**src/rtl/reu_dma_engine_if.sv**
```systemverilog
// reu_dma_engine_if: CPU register port, C64 DMA slot and DRAM port of the REU engine.
// master = the engine, slave = the surrounding system (decoder, arbiter, SDRAM mux).
interface reu_dma_engine_if #(
   parameter int unsigned RAM_AW = 25
);
   logic [1:0]        size_sel;
   logic              cpu_cs;
   logic              cpu_we;
   logic [15:0]       cpu_addr;
   logic [7:0]        cpu_dout;
   logic [7:0]        cpu_din;
   logic              dma_req;
   logic              dma_cycle;
   logic [15:0]       dma_addr;
   logic [7:0]        dma_dout;
   logic [7:0]        dma_din;
   logic              dma_we;
   logic              ram_req;
   logic              ram_ack;
   logic [RAM_AW-1:0] ram_addr;
   logic [7:0]        ram_dout;
   logic [7:0]        ram_din;
   logic              ram_we;
   logic              irq;

   modport master (
      input  size_sel, cpu_cs, cpu_we, cpu_addr, cpu_dout, dma_cycle, dma_din, ram_ack, ram_din,
      output cpu_din, dma_req, dma_addr, dma_dout, dma_we, ram_req, ram_addr, ram_dout, ram_we, irq
   );

   modport slave (
      output size_sel, cpu_cs, cpu_we, cpu_addr, cpu_dout, dma_cycle, dma_din, ram_ack, ram_din,
      input  cpu_din, dma_req, dma_addr, dma_dout, dma_we, ram_req, ram_addr, ram_dout, ram_we, irq
   );
endinterface

```
**src/rtl/reu_dma_engine.sv**
```systemverilog
// reu_dma_engine: parametrised C64 RAM Expansion Unit DMA engine.
// Moves bytes between the C64 bus (DMA slot) and a DRAM window (req/ack).
// Optional feature macro: REU_SWAP_EN enables the swap transfer type (cmd[1:0]==2);
// without it a swap command completes at once with no DMA.
module reu_dma_engine #(
   parameter int unsigned       RAM_AW   = 25,
   parameter logic [RAM_AW-1:0] RAM_BASE = RAM_AW'(25'h400000),
   parameter int unsigned       MAX_LOG2 = 24,
   parameter int unsigned       C64_WAIT = 16
) (
   input  logic             clk,
   input  logic             reset,
   reu_dma_engine_if.master bus_if
);
   localparam int unsigned WAIT_W   = 5;
   localparam logic [23:0] MASK_MAX = 24'((33'd1 << MAX_LOG2) - 33'd1);

   typedef enum logic [1:0] {S_IDLE, S_EVAL, S_C64, S_RAM} state_t;

   state_t              state_q;
   logic [2:0]          step_q;
   logic [WAIT_W-1:0]   wait_q;
   logic                cs_q, we_q;
   logic [1:0]          status_q;
   logic [7:0]          cmd_q;
   logic [15:0]         c64_addr_q, sh_c64_q;
   logic [23:0]         reu_addr_q, sh_reu_q;
   logic [15:0]         len_q, sh_len_q;
   logic [2:0]          intr_q;
   logic [1:0]          ctl_q;
   logic [7:0]          c64_byte_q, ram_byte_q;
   logic [7:0]          cpu_din_q;
   logic                irq_q;
   logic                dma_req_q, dma_we_q;
   logic [15:0]         dma_addr_q;
   logic [7:0]          dma_dout_q;
   logic                ram_req_q, ram_we_q;
   logic [RAM_AW-1:0]   ram_addr_q;
   logic [7:0]          ram_dout_q;

   logic                rst_c;
   logic [23:0]         mask_c;
   logic                size_bit_c;
   logic                cs_rise_c;
   logic                ff00_wr_c;
   logic [1:0]          op_c;
   logic [2:0]          last_step_c;
   logic                acc_c64_c, acc_wr_c;
   logic                mismatch_c;
   logic [15:0]         c64_nxt_c;
   logic [23:0]         reu_nxt_c;
   logic [RAM_AW-1:0]   ram_addr_c;
   logic [7:0]          rd_data_c;

   // size_sel==0 parks the whole unit in reset
   assign rst_c      = reset | (bus_if.size_sel == 2'd0);
   assign size_bit_c = (bus_if.size_sel != 2'd1);
   assign cs_rise_c  = bus_if.cpu_cs & ~cs_q & ~dma_req_q;
   assign ff00_wr_c  = bus_if.cpu_we & ~we_q & (bus_if.cpu_addr == 16'hFF00);
   assign op_c       = cmd_q[1:0];
   assign mismatch_c = (op_c == 2'd3) && (c64_byte_q != ram_byte_q);
   assign c64_nxt_c  = ctl_q[1] ? c64_addr_q : c64_addr_q + 16'd1;
   assign reu_nxt_c  = ctl_q[0] ? reu_addr_q : ((reu_addr_q + 24'd1) & mask_c);
   assign ram_addr_c = RAM_BASE + RAM_AW'(reu_addr_q & mask_c);

   // REU address mask selected by the configured expansion size
   always_comb begin
      mask_c = MASK_MAX;
      case (bus_if.size_sel)
         2'd1:    mask_c = 24'h01FFFF;
         2'd2:    mask_c = 24'h07FFFF;
         default: mask_c = MASK_MAX;
      endcase
   end

   // per-byte access sequence: which bus the current step uses and its direction
   always_comb begin
      last_step_c = 3'd2;
      acc_c64_c   = 1'b0;
      acc_wr_c    = 1'b0;
      case (op_c)
         2'd0: begin  // stash: C64 read, RAM write
            acc_c64_c = (step_q == 3'd0);
            acc_wr_c  = (step_q == 3'd1);
         end
         2'd1: begin  // fetch: RAM read, C64 write
            acc_c64_c = (step_q == 3'd1);
            acc_wr_c  = (step_q == 3'd1);
         end
`ifdef REU_SWAP_EN
         2'd2: begin  // swap: C64 rd, RAM rd, C64 wr, RAM wr
            last_step_c = 3'd4;
            acc_c64_c   = ~step_q[0];
            acc_wr_c    = step_q[1];
         end
`endif
         default: begin  // verify: C64 read, RAM read
            acc_c64_c = (step_q == 3'd0);
            acc_wr_c  = 1'b0;
         end
      endcase
   end

   // register read multiplexer
   always_comb begin
      rd_data_c = 8'hFF;
      case (bus_if.cpu_addr[4:0])
         5'd0:    rd_data_c = {irq_q, status_q, size_bit_c, 4'h0};
         5'd1:    rd_data_c = cmd_q;
         5'd2:    rd_data_c = c64_addr_q[7:0];
         5'd3:    rd_data_c = c64_addr_q[15:8];
         5'd4:    rd_data_c = reu_addr_q[7:0];
         5'd5:    rd_data_c = reu_addr_q[15:8];
         5'd6:    rd_data_c = reu_addr_q[23:16] | ~mask_c[23:16];
         5'd7:    rd_data_c = len_q[7:0];
         5'd8:    rd_data_c = len_q[15:8];
         5'd9:    rd_data_c = {intr_q, 5'h1F};
         5'd10:   rd_data_c = {ctl_q, 6'h3F};
         default: rd_data_c = 8'hFF;
      endcase
   end

   // register file, transfer FSM and all registered outputs; FSM updates come last so
   // a terminate overrides a status clear in the same clock
   always_ff @(posedge clk) begin
      if (rst_c) begin
         state_q    <= S_IDLE;
         step_q     <= 3'd0;
         wait_q     <= '0;
         cs_q       <= 1'b0;
         we_q       <= 1'b0;
         status_q   <= 2'b00;
         cmd_q      <= 8'h10;
         c64_addr_q <= 16'h0000;
         reu_addr_q <= 24'h000000;
         len_q      <= 16'h0000;
         sh_c64_q   <= 16'h0000;
         sh_reu_q   <= 24'h000000;
         sh_len_q   <= 16'h0000;
         intr_q     <= 3'b000;
         ctl_q      <= 2'b00;
         c64_byte_q <= 8'h00;
         ram_byte_q <= 8'h00;
         cpu_din_q  <= 8'hFF;
         irq_q      <= 1'b0;
         dma_req_q  <= 1'b0;
         dma_we_q   <= 1'b0;
         dma_addr_q <= 16'h0000;
         dma_dout_q <= 8'h00;
         ram_req_q  <= 1'b0;
         ram_we_q   <= 1'b0;
         ram_addr_q <= '0;
         ram_dout_q <= 8'h00;
      end else begin
         cs_q  <= bus_if.cpu_cs;
         we_q  <= bus_if.cpu_we;
         irq_q <= intr_q[2] & |(status_q & intr_q[1:0]);

         if (cs_rise_c) begin
            if (bus_if.cpu_we) begin
               case (bus_if.cpu_addr[4:0])
                  5'd1:  cmd_q <= bus_if.cpu_dout;
                  5'd2:  begin c64_addr_q[7:0]   <= bus_if.cpu_dout; sh_c64_q[7:0]   <= bus_if.cpu_dout; end
                  5'd3:  begin c64_addr_q[15:8]  <= bus_if.cpu_dout; sh_c64_q[15:8]  <= bus_if.cpu_dout; end
                  5'd4:  begin reu_addr_q[7:0]   <= bus_if.cpu_dout; sh_reu_q[7:0]   <= bus_if.cpu_dout; end
                  5'd5:  begin reu_addr_q[15:8]  <= bus_if.cpu_dout; sh_reu_q[15:8]  <= bus_if.cpu_dout; end
                  5'd6:  begin reu_addr_q[23:16] <= bus_if.cpu_dout; sh_reu_q[23:16] <= bus_if.cpu_dout; end
                  5'd7:  begin len_q[7:0]        <= bus_if.cpu_dout; sh_len_q[7:0]   <= bus_if.cpu_dout; end
                  5'd8:  begin len_q[15:8]       <= bus_if.cpu_dout; sh_len_q[15:8]  <= bus_if.cpu_dout; end
                  5'd9:  intr_q <= bus_if.cpu_dout[7:5];
                  5'd10: ctl_q  <= bus_if.cpu_dout[7:6];
                  default: ;
               endcase
            end else begin
               cpu_din_q <= rd_data_c;
               if (bus_if.cpu_addr[4:0] == 5'd0) status_q <= 2'b00;
            end
         end

         case (state_q)
            S_IDLE: begin
               if (cmd_q[7] & (cmd_q[4] | ff00_wr_c)) begin
`ifndef REU_SWAP_EN
                  if (op_c == 2'd2) begin
                     status_q[1] <= 1'b1;
                     cmd_q[7]    <= 1'b0;
                  end else
`endif
                  begin
                     state_q    <= S_EVAL;
                     step_q     <= 3'd0;
                     dma_req_q  <= 1'b1;
                     reu_addr_q <= reu_addr_q & mask_c;
                     sh_reu_q   <= sh_reu_q & mask_c;
                  end
               end
            end
            S_EVAL: begin
               if (step_q == last_step_c) begin
                  step_q <= 3'd0;
                  if ((len_q == 16'd1) || mismatch_c) begin
                     status_q  <= {1'b1, mismatch_c};
                     cmd_q[7]  <= 1'b0;
                     cmd_q[4]  <= 1'b1;
                     dma_req_q <= 1'b0;
                     state_q   <= S_IDLE;
                     if (cmd_q[5]) begin
                        c64_addr_q <= sh_c64_q;
                        reu_addr_q <= sh_reu_q;
                        len_q      <= sh_len_q;
                     end else begin
                        c64_addr_q <= c64_nxt_c;
                        reu_addr_q <= reu_nxt_c;
                        if (len_q != 16'd1) len_q <= len_q - 16'd1;
                     end
                  end else begin
                     c64_addr_q <= c64_nxt_c;
                     reu_addr_q <= reu_nxt_c;
                     len_q      <= len_q - 16'd1;
                  end
               end else if (acc_c64_c) begin
                  // start a C64 access only between bus slots
                  if (!bus_if.dma_cycle) begin
                     state_q    <= S_C64;
                     wait_q     <= '0;
                     dma_addr_q <= c64_addr_q;
                     dma_we_q   <= acc_wr_c;
                     dma_dout_q <= ram_byte_q;
                  end
               end else begin
                  state_q    <= S_RAM;
                  ram_req_q  <= 1'b1;
                  ram_we_q   <= acc_wr_c;
                  ram_addr_q <= ram_addr_c;
                  ram_dout_q <= c64_byte_q;
               end
            end
            S_C64: begin
               if (bus_if.dma_cycle) begin
                  if (wait_q == WAIT_W'(C64_WAIT - 1)) begin
                     if (!dma_we_q) c64_byte_q <= bus_if.dma_din;
                     dma_addr_q <= 16'h0000;
                     dma_we_q   <= 1'b0;
                     step_q     <= step_q + 3'd1;
                     state_q    <= S_EVAL;
                  end else begin
                     wait_q <= wait_q + WAIT_W'(1);
                  end
               end
            end
            S_RAM: begin
               if (bus_if.ram_ack) begin
                  if (!ram_we_q) ram_byte_q <= bus_if.ram_din;
                  ram_req_q <= 1'b0;
                  ram_we_q  <= 1'b0;
                  step_q    <= step_q + 3'd1;
                  state_q   <= S_EVAL;
               end
            end
            default: state_q <= S_IDLE;
         endcase
      end
   end

   assign bus_if.cpu_din  = cpu_din_q;
   assign bus_if.irq      = irq_q;
   assign bus_if.dma_req  = dma_req_q;
   assign bus_if.dma_addr = dma_addr_q;
   assign bus_if.dma_dout = dma_dout_q;
   assign bus_if.dma_we   = dma_we_q & bus_if.dma_cycle;
   assign bus_if.ram_req  = ram_req_q;
   assign bus_if.ram_we   = ram_we_q;
   assign bus_if.ram_addr = ram_addr_q;
   assign bus_if.ram_dout = ram_dout_q;
endmodule
```
**src/flat_wrapper.sv**
```systemverilog
// flat-port wrapper written by rule: the top's interface ports become plain ports
module reu_dma_engine_flat 
#(
   parameter int unsigned       RAM_AW   = 25,
   parameter logic [RAM_AW-1:0] RAM_BASE = RAM_AW'(25'h400000),
   parameter int unsigned       MAX_LOG2 = 24,
   parameter int unsigned       C64_WAIT = 16
)
  (clk, reset, bus_if_size_sel, bus_if_cpu_cs, bus_if_cpu_we, bus_if_cpu_addr, bus_if_cpu_dout, bus_if_dma_cycle, bus_if_dma_din, bus_if_ram_ack, bus_if_ram_din, bus_if_cpu_din, bus_if_dma_req, bus_if_dma_addr, bus_if_dma_dout, bus_if_dma_we, bus_if_ram_req, bus_if_ram_addr, bus_if_ram_dout, bus_if_ram_we, bus_if_irq);
  reu_dma_engine_if #(.RAM_AW(RAM_AW)) bus_if_i ();
  input  logic clk;
  input  logic reset;
  input wire logic [$bits(bus_if_i.size_sel)-1:0] bus_if_size_sel;
  input wire logic [$bits(bus_if_i.cpu_cs)-1:0] bus_if_cpu_cs;
  input wire logic [$bits(bus_if_i.cpu_we)-1:0] bus_if_cpu_we;
  input wire logic [$bits(bus_if_i.cpu_addr)-1:0] bus_if_cpu_addr;
  input wire logic [$bits(bus_if_i.cpu_dout)-1:0] bus_if_cpu_dout;
  input wire logic [$bits(bus_if_i.dma_cycle)-1:0] bus_if_dma_cycle;
  input wire logic [$bits(bus_if_i.dma_din)-1:0] bus_if_dma_din;
  input wire logic [$bits(bus_if_i.ram_ack)-1:0] bus_if_ram_ack;
  input wire logic [$bits(bus_if_i.ram_din)-1:0] bus_if_ram_din;
  output wire logic [$bits(bus_if_i.cpu_din)-1:0] bus_if_cpu_din;
  output wire logic [$bits(bus_if_i.dma_req)-1:0] bus_if_dma_req;
  output wire logic [$bits(bus_if_i.dma_addr)-1:0] bus_if_dma_addr;
  output wire logic [$bits(bus_if_i.dma_dout)-1:0] bus_if_dma_dout;
  output wire logic [$bits(bus_if_i.dma_we)-1:0] bus_if_dma_we;
  output wire logic [$bits(bus_if_i.ram_req)-1:0] bus_if_ram_req;
  output wire logic [$bits(bus_if_i.ram_addr)-1:0] bus_if_ram_addr;
  output wire logic [$bits(bus_if_i.ram_dout)-1:0] bus_if_ram_dout;
  output wire logic [$bits(bus_if_i.ram_we)-1:0] bus_if_ram_we;
  output wire logic [$bits(bus_if_i.irq)-1:0] bus_if_irq;
  assign bus_if_i.size_sel = bus_if_size_sel;
  assign bus_if_i.cpu_cs = bus_if_cpu_cs;
  assign bus_if_i.cpu_we = bus_if_cpu_we;
  assign bus_if_i.cpu_addr = bus_if_cpu_addr;
  assign bus_if_i.cpu_dout = bus_if_cpu_dout;
  assign bus_if_i.dma_cycle = bus_if_dma_cycle;
  assign bus_if_i.dma_din = bus_if_dma_din;
  assign bus_if_i.ram_ack = bus_if_ram_ack;
  assign bus_if_i.ram_din = bus_if_ram_din;
  assign bus_if_cpu_din = bus_if_i.cpu_din;
  assign bus_if_dma_req = bus_if_i.dma_req;
  assign bus_if_dma_addr = bus_if_i.dma_addr;
  assign bus_if_dma_dout = bus_if_i.dma_dout;
  assign bus_if_dma_we = bus_if_i.dma_we;
  assign bus_if_ram_req = bus_if_i.ram_req;
  assign bus_if_ram_addr = bus_if_i.ram_addr;
  assign bus_if_ram_dout = bus_if_i.ram_dout;
  assign bus_if_ram_we = bus_if_i.ram_we;
  assign bus_if_irq = bus_if_i.irq;
  reu_dma_engine #(.RAM_AW(RAM_AW), .RAM_BASE(RAM_BASE), .MAX_LOG2(MAX_LOG2), .C64_WAIT(C64_WAIT)) u_core (.clk(clk), .reset(reset), .bus_if(bus_if_i));
endmodule
```
**config.mk**
```make
export PLATFORM = sky130hd
export DESIGN_NAME = reu_dma_engine_flat
export DESIGN_NICKNAME = d
export VERILOG_FILES = /design/src/rtl/reu_dma_engine_if.sv /design/src/rtl/reu_dma_engine.sv /design/src/flat_wrapper.sv
export SDC_FILE = /design/constraint.sdc
export NUM_CORES = 1
export LEC_CHECK = 0
export CORE_MARGIN = 3
export CORE_UTILIZATION = 25
export DETAILED_ROUTE_END_ITERATION = 16
export SYNTH_ARGS = -nofsm -noshare
export SYNTH_HDL_FRONTEND = slang
export SYNTH_SLANG_ARGS = --single-unit
```
**constraint.sdc**
```tcl
create_clock -name clk -period 4 [get_ports clk]
set_input_delay 0.6 -clock clk [delete_from_list [all_inputs] [get_ports clk]]
set_output_delay 0.6 -clock clk [all_outputs]
set_load 0.01 [all_outputs]
```
==> results of run 1 <==
cell families (layout without fill, tap and decap cells):
logic type	Yosys count	after routing
simple gates	609	609
buf+inv	130	214
flops	225	225
mux	32	32
fa+ha+maj	13	13
xor+xnor	52	52
compound gates	404	404
worst max-delay path: stages, from the launching register on:
cell and delay, ns:
dfxtp_1 0.34, xor2_1 0.15, nor4_1 0.67, a211oi_1 0.33
a21o_4 0.47, nor2_1 0.63, nand3_1 0.21, a31oi_1 0.21
power by group:
group	internal, W	leakage, nW	switching, W
registers	0.00225	1.81	0.0000130
logic	0.0000976	2.42	0.000190
clock network	0.00156	0.450	0.00103
placed cells by master (no fill, tap or decap), drive strengths merged, types with 13 or more instances in the layout:
cell type	Yosys	routed
nand2	309	309
dfxtp	225	225
a21oi	194	194
clkdlybuf4s50	0	117
nor2	93	93
nand3	70	70
o21ai	62	62
clkbuf	94	37
xor2	33	33
buf	19	31
mux2i	26	26
a211oi	26	26
nor3	25	25
a22oi	23	23
xnor2	19	19
nand4	18	18
inv	17	18
nor4	15	15
and2	13	13
ha	13	13
per-stage QoR:
step | total power [W] | area, um^2
global route | 0.005306 | 13920
global placement | 0.002594 | 12990
finish | 0.005141 | 13920
CTS | 0.005199 | 13920
detailed placement | 0.002595 | 12990
floorplan | 0.002456 | 11280
state kept, by name, indices dropped and copies added (netlist names), 5 cells and up:
signal	cells
u_core.wait_q	5
u_core.c64_byte_q	8
u_core.sh_reu_q	24
u_core.sh_len_q	16
u_core.bus_if.dma_addr	16
u_core.ram_byte_q	8
u_core.sh_c64_q	16
u_core.bus_if.ram_addr	25
u_core.bus_if.cpu_din	8
u_core.reu_addr_q	24
u_core.len_q	16
u_core.bus_if.dma_dout	8
u_core.bus_if.ram_dout	8
u_core.cmd_q	8
u_core.c64_addr_q	16
routing by layer:
metal / track usage, % / wire [um] / vias up
met3: 3.712 / 3765 / 76
met4: 5.066 / 1253 / 0
met5: 0 / 0 / -
met1: 22.89 / 18260 / 5405
met2: 25.39 / 17700 / 517
li1: - / - / 5308
area by class of cell:
type | instances | area [um^2]
clock buffer | 37 | 783.3
clock inverter | 12 | 156.4
fill | 4656 | 30490
inverter | 17 | 63.81
multi-input combinational | 1110 | 6260
sequential | 225 | 4504
tap | 592 | 740.7
timing repair buffer | 148 | 1416
worst paths after layout:
check | startpoint | to | slack, ns | cells after the start
setup / recovery | u_core.ram_byte_q[1] | u_core.reu_addr_q[18] | 0.90 | 7
hold / removal | u_core.sh_reu_q[6] | u_core.sh_reu_q[6] | 0.45 | 2
hold reg to reg | u_core.sh_reu_q[6] | u_core.sh_reu_q[6] | 0.45 | 2
setup reg to reg | u_core.ram_byte_q[1] | u_core.reu_addr_q[18] | 0.90 | 7
==> impl_results.rst, run 1 <==
.. list-table::
   :header-rows: 1

   * - Metric
     - Value
   * - Final layout net count
     - 1,590
   * - Synth warn
     - 0
   * - Arrival @ worst endpoint
     - 3.56 ns
   * - Net count after synthesis
     - 1,526
   * - Quantity of gates resized following cts
     - 0
   * - Number of instances in the placed design
     - 2,092
   * - # rows
     - 77
   * - Max Transition Viols Final
     - 0
   * - Power density relative to cell area
     - 369.2 mW/mm^2
   * - Combinational family with the most area after synthesis
     - simple AND/OR/NAND/NOR gates
   * - Detailed router's first-iteration violation count
     - 1,349
   * - Final hold slack
     - 0.4491 ns
   * - Non-filler cells, final
     - 2,141
   * - Gr ovfl total
     - 0
   * - Area share of the largest cell type after synthesis
     - 39.93%
   * - Placement-stage worst setup slack
     - 0.4988 ns
   * - Fmax
     - 322.2 MHz
   * - Simple-Gate Fraction of Synth Area
     - 24.98%
   * - Number of flops mapped to enable cells by yosys
     - 0
   * - Worst clock skew on the final layout
     - 0.01040 ns
   * - Most used DFF post-synth
     - dfxtp_1
   * - Antenna violations before repair
     - 0
   * - Setup repair after global routing missed its margin
     - no
   * - Via-to-Cell Ratio
     - 5.281
   * - Final setup fails
     - 0
   * - TritonCTS Buffers
     - 27
   * - Critical path peak fanout
     - 49
   * - Pin count of the biggest net entering global routing
     - 136
   * - Signed area change from the synthesized netlist to the final layout
     - 23.45%
   * - I/O pin count
     - 118
   * - Total Wirelength
     - 40,980 um
   * - Post-synthesis cell area
     - 0.01128 mm^2
   * - Post-CTS repair timing setup buffer count
     - 0
   * - Utilization of the core after routing
     - 31.35%
   * - Post-synthesis compound-gate area fraction
     - 21.99%
   * - Post-synthesis instance total
     - 1,465
   * - Post-synth ARST share
     - 0%
   * - Global-route wire length before repair
     - 62,290 um
   * - Kind of critical path
     - register to register
   * - Bufs on Longest Clock Path
     - 3
   * - Last weighted congestion value of the routability-driven placer
     - 0.9265
   * - Required time of the critical path
     - 4.46 ns
   * - Pin slew with the least headroom to its limit
     - 1.142 ns
   * - Number of hold-repair buffers added at the cts stage
     - 0
   * - Post-route fraction of the period consumed by the critical path
     - 77.59%
   * - Total routing resource utilization after global routing
     - 16.48%
   * - Post-route ant nets
     - 0
   * - Worst setup EP type
     - register
   * - Xor and xnor area share after synthesis
     - 4.038%
   * - Reported max-cap violation count
     - 0
   * - Pre-antenna DRT Iters
     - 6
   * - Die Footprint
     - 0.04770 mm^2
   * - Clock-pin slew on the worst setup and hold paths
     - 0.06 ns
   * - Die extent in x
     - 218.4 um
   * - Vertical extent of the die
     - 218.4 um
   * - Relative slew margins
     - 23.63%
   * - Startpoint Class
     - register
   * - Cell types occupying the most area after synthesis
     - dfxtp_1 40%, nand2_1 10%, a21oi_1 8.6%
   * - CTS tree
     - yes
   * - Run status
     - complete, no violations
   * - Final hold violation count
     - 0
   * - H-Tree Level Count
     - 1
   * - Wire per inst
     - 19.14 um
   * - Worst VDD drop
     - 0.0002870 V
   * - Root Buffer Master
     - clkbuf_16
   * - Synth Area in Adders
     - 1.442%
   * - Worst path setup slack after routing
     - 0.8964 ns
   * - Commonest cells in the netlist
     - 308 x nand2_1, 225 x dfxtp_1, 193 x a21oi_1
   * - Remaining design rule violation count
     - 0
   * - Post-synthesis cell type with the largest combined area
     - dfxtp_1
   * - Most repeated cell in the gate-level netlist after synthesis
     - nand2_1
   * - Worst hold-check path type
     - register to register
   * - Share of synthesized area spent on multiplexers
     - 2.906%
   * - Placed wire-length estimate after detailed placement
     - 28,870 um
   * - Total core area
     - 0.04441 mm^2
   * - Sink Count
     - 225
   * - Clock insertion delay at the later pin of the skew report
     - 0.54 ns
   * - Register area share after synthesis
     - 39.93%
   * - Cell variety after synth
     - 80
   * - Mapped Avg Cell Area
     - 7.699 um^2
   * - Initial core utilization
     - 25.40%
   * - Leakage power
     - 4.683 nW
   * - Overall via count from detail_route
     - 11,310
   * - Number of antenna diodes
     - 0
   * - Flip-flop and latch count after synthesis
     - 225
   * - Number of global-route vias before repair
     - 10,530
   * - Fraction of layout cells with a size suffix above 1
     - 7.295%
   * - Post-route setup TNS
     - 0 ns
   * - Minimum clock period after layout
     - 3.104 ns
   * - Number of buffers inserted by port buffering
     - 117
Note: power is estimated with default switching activity, not from simulation.
==> inputs of run 2 (changes only) <==
clock period = 2.6 ns   (was 4 ns; I/O delays follow)
==> run 2 against run 1 <==
Design area rose by 7.5%. Sequential share of layout area fell by 2.3 points. First-iteration DRC count fell by 16%. Critical endpoint is now u_core.bus_if.cpu_din[5].
==> impl_results.rst, run 2 (same netlist as run 1, synthesis figures left out) <==
.. list-table::
   :header-rows: 1

   * - Metric
     - Value
   * - Vertical extent of the die
     - 218.4 um
   * - Clock insertion delay at the later pin of the skew report
     - 0.54 ns
   * - Post-route ant nets
     - 0
   * - Die Footprint
     - 0.04770 mm^2
   * - Fmax
     - 402.8 MHz
   * - Power density relative to cell area
     - 511.9 mW/mm^2
   * - Fraction of layout cells with a size suffix above 1
     - 14.63%
   * - Post-route setup TNS
     - 0 ns
   * - Worst setup EP type
     - register
   * - Final layout net count
     - 1,719
   * - Number of buffers inserted by port buffering
     - 117
   * - Most used cells in the layout excluding fill and tap cells
     - 308 x nand2_1, 225 x dfxtp_1, 193 x a21oi_1, 148 x buf_4, 117 x clkdlybuf4s50_1
   * - Remaining design rule violation count
     - 0
   * - Worst hold-check path type
     - primary input to register
   * - Final hold violation count
     - 0
   * - Total core area
     - 0.04441 mm^2
   * - Critical path peak fanout
     - 15
   * - Pre-antenna DRT Iters
     - 6
   * - Clock-pin slew on the worst setup and hold paths
     - 0.06 ns
   * - Run status
     - complete, no violations
   * - Required time of the critical path
     - 3.00 ns
   * - Initial core utilization
     - 25.40%
   * - Reg2reg setup slack
     - 0.15 ns
   * - Placed wire-length estimate after detailed placement
     - 32,220 um
   * - Commonest non-fill, non-tap cell in the layout
     - nand2_1
   * - Bufs on Longest Clock Path
     - 3
   * - Utilization of the core after routing
     - 33.71%
   * - Overall via count from detail_route
     - 11,720
   * - Post-route fraction of the period consumed by the critical path
     - 95.49%
   * - Last weighted congestion value of the routability-driven placer
     - 0.9359
   * - Detailed router's first-iteration violation count
     - 1,138
   * - Post-CTS repair timing setup buffer count
     - 0
   * - Global-route wire length before repair
     - 65,910 um
   * - Placed cell area
     - 0.01408 mm^2
   * - Antenna violations before repair
     - 1
   * - TritonCTS Buffers
     - 27
   * - Final hold slack
     - 0.4149 ns
   * - Worst clock skew on the final layout
     - 0.02141 ns
   * - Non-filler cells, final
     - 2,267
   * - Post-Layout Inst Area
     - 0.01497 mm^2
   * - Signed area change from the synthesized netlist to the final layout
     - 32.72%
   * - H-Tree Level Count
     - 1
   * - Uppermost signal routing layer after detailed routing
     - met5
   * - Root Buffer Master
     - clkbuf_16
   * - Leakage power
     - 5.334 nW
   * - Pin count of the biggest net entering global routing
     - 76
   * - Via-to-Cell Ratio
     - 5.171
   * - Sink Count
     - 225
   * - Startpoint Class
     - primary input
   * - Pin slew with the least headroom to its limit
     - 0.7920 ns
   * - Final setup fails
     - 0
   * - Reported max-cap violation count
     - 0
   * - Worst VDD drop
     - 0.0004459 V
   * - Total Wirelength
     - 43,020 um
   * - Number of antenna diodes
     - 0
   * - Number of cells on the worst hold path
     - 3
   * - Relative slew margins
     - 46.91%
   * - Setup repair after global routing missed its margin
     - no
   * - I/O pin count
     - 118
   * - CTS tree
     - yes
   * - Die extent in x
     - 218.4 um
   * - Wire per inst
     - 18.98 um
   * - Arrival @ worst endpoint
     - 2.88 ns
   * - Number of instances in the placed design
     - 2,221
   * - Gr ovfl total
     - 0
   * - Number of global-route vias before repair
     - 11,330
   * - Kind of critical path
     - primary input to register
   * - Met3 layer wire length in the routed design
     - 3133 um
   * - Routed length on met1
     - 19,350 um
   * - Number of flip-flops under the largest register name
     - 25
   * - Worst Reg-to-Reg Cells
     - 9
   * - # rows
     - 77
   * - Max Transition Viols Final
     - 0
   * - Met2 Wirelength
     - 19,120 um
   * - Minimum clock period after layout
     - 2.483 ns
   * - Total routing resource utilization after global routing
     - 17.47%
## run 2: cell types whose count changed in the layout (fill, tap and decap cells not counted), sizes merged
cell      change
clkinv        +1
bufinv        -2
clkinvlp      -2
buf         +129
## run 2: per-layer routing
layer	up-vias	track usage, %
met3	87	3.045
li1	5570	-
met2	449	27.91
met4	2	5.566
met5	-	0
met1	5615	23.93
## run 2: stage by stage
stage	setup WS [ns]	power, W
final	0.1172	0.007664
after global placement	-0.6628	0.004074
after detailed placement	-0.6776	0.004076
after global routing	0.01198	0.007927
after CTS	0.04439	0.007749
after floorplan	0.2728	0.003779
## run 2: path summary, 6_finish.rpt
kind / from / endpoint
min: bus_if_ram_din[4] / u_core.ram_byte_q[4]
max: bus_if_cpu_addr[3] / u_core.bus_if.cpu_din[5]
max reg2reg: u_core.len_q[5] / u_core.reu_addr_q[10]
min reg2reg: u_core.bus_if.ram_dout[4] / u_core.bus_if.ram_dout[4]
## run 2: critical path, cell delays in order
cell and delay, ns:
clkdlybuf4s50_1 0.54, buf_4 0.24, nand2b_1 0.21, buf_4 0.14, nor2_1 0.04, buf_4 0.15
a221oi_1 0.37, nand4_1 0.17, a2111oi_1 0.45, o21ai_0 0.17
## run 2: timing repair
action / 4_1_cts / 5_1_grt
endpoints found under the setup margin: 12 / 10
pin swaps: 0 / 0
resized for setup: 7 / 7
hold buffers: 0 / 0
## run 2: final cells by class
class | count | area, um^2
tap | 592 | 740.7
timing repair buffer | 277 | 2514
inverter | 17 | 63.81
clock inverter | 9 | 78.83
clock buffer | 37 | 763.2
sequential | 225 | 4504
fill | 4590 | 29440
multi-input combinational | 1110 | 6306
## run 2: where the power goes
group	total, W	internal [W]	switching [W]	leakage, nW
Sequential	0.00348	0.00346	0.0000148	1.81
Clock	0.00366	0.00213	0.00152	0.413
Combinational	0.000530	0.000213	0.000317	3.11
Total	0.00766	0.00581	0.00185	5.33
==> inputs of run 3 (changes only) <==
CTS_CLUSTER_SIZE = 25   (was default)
==> results of run 3 <==
No change in the layout: final DEF, timing and power equal those of run 2.
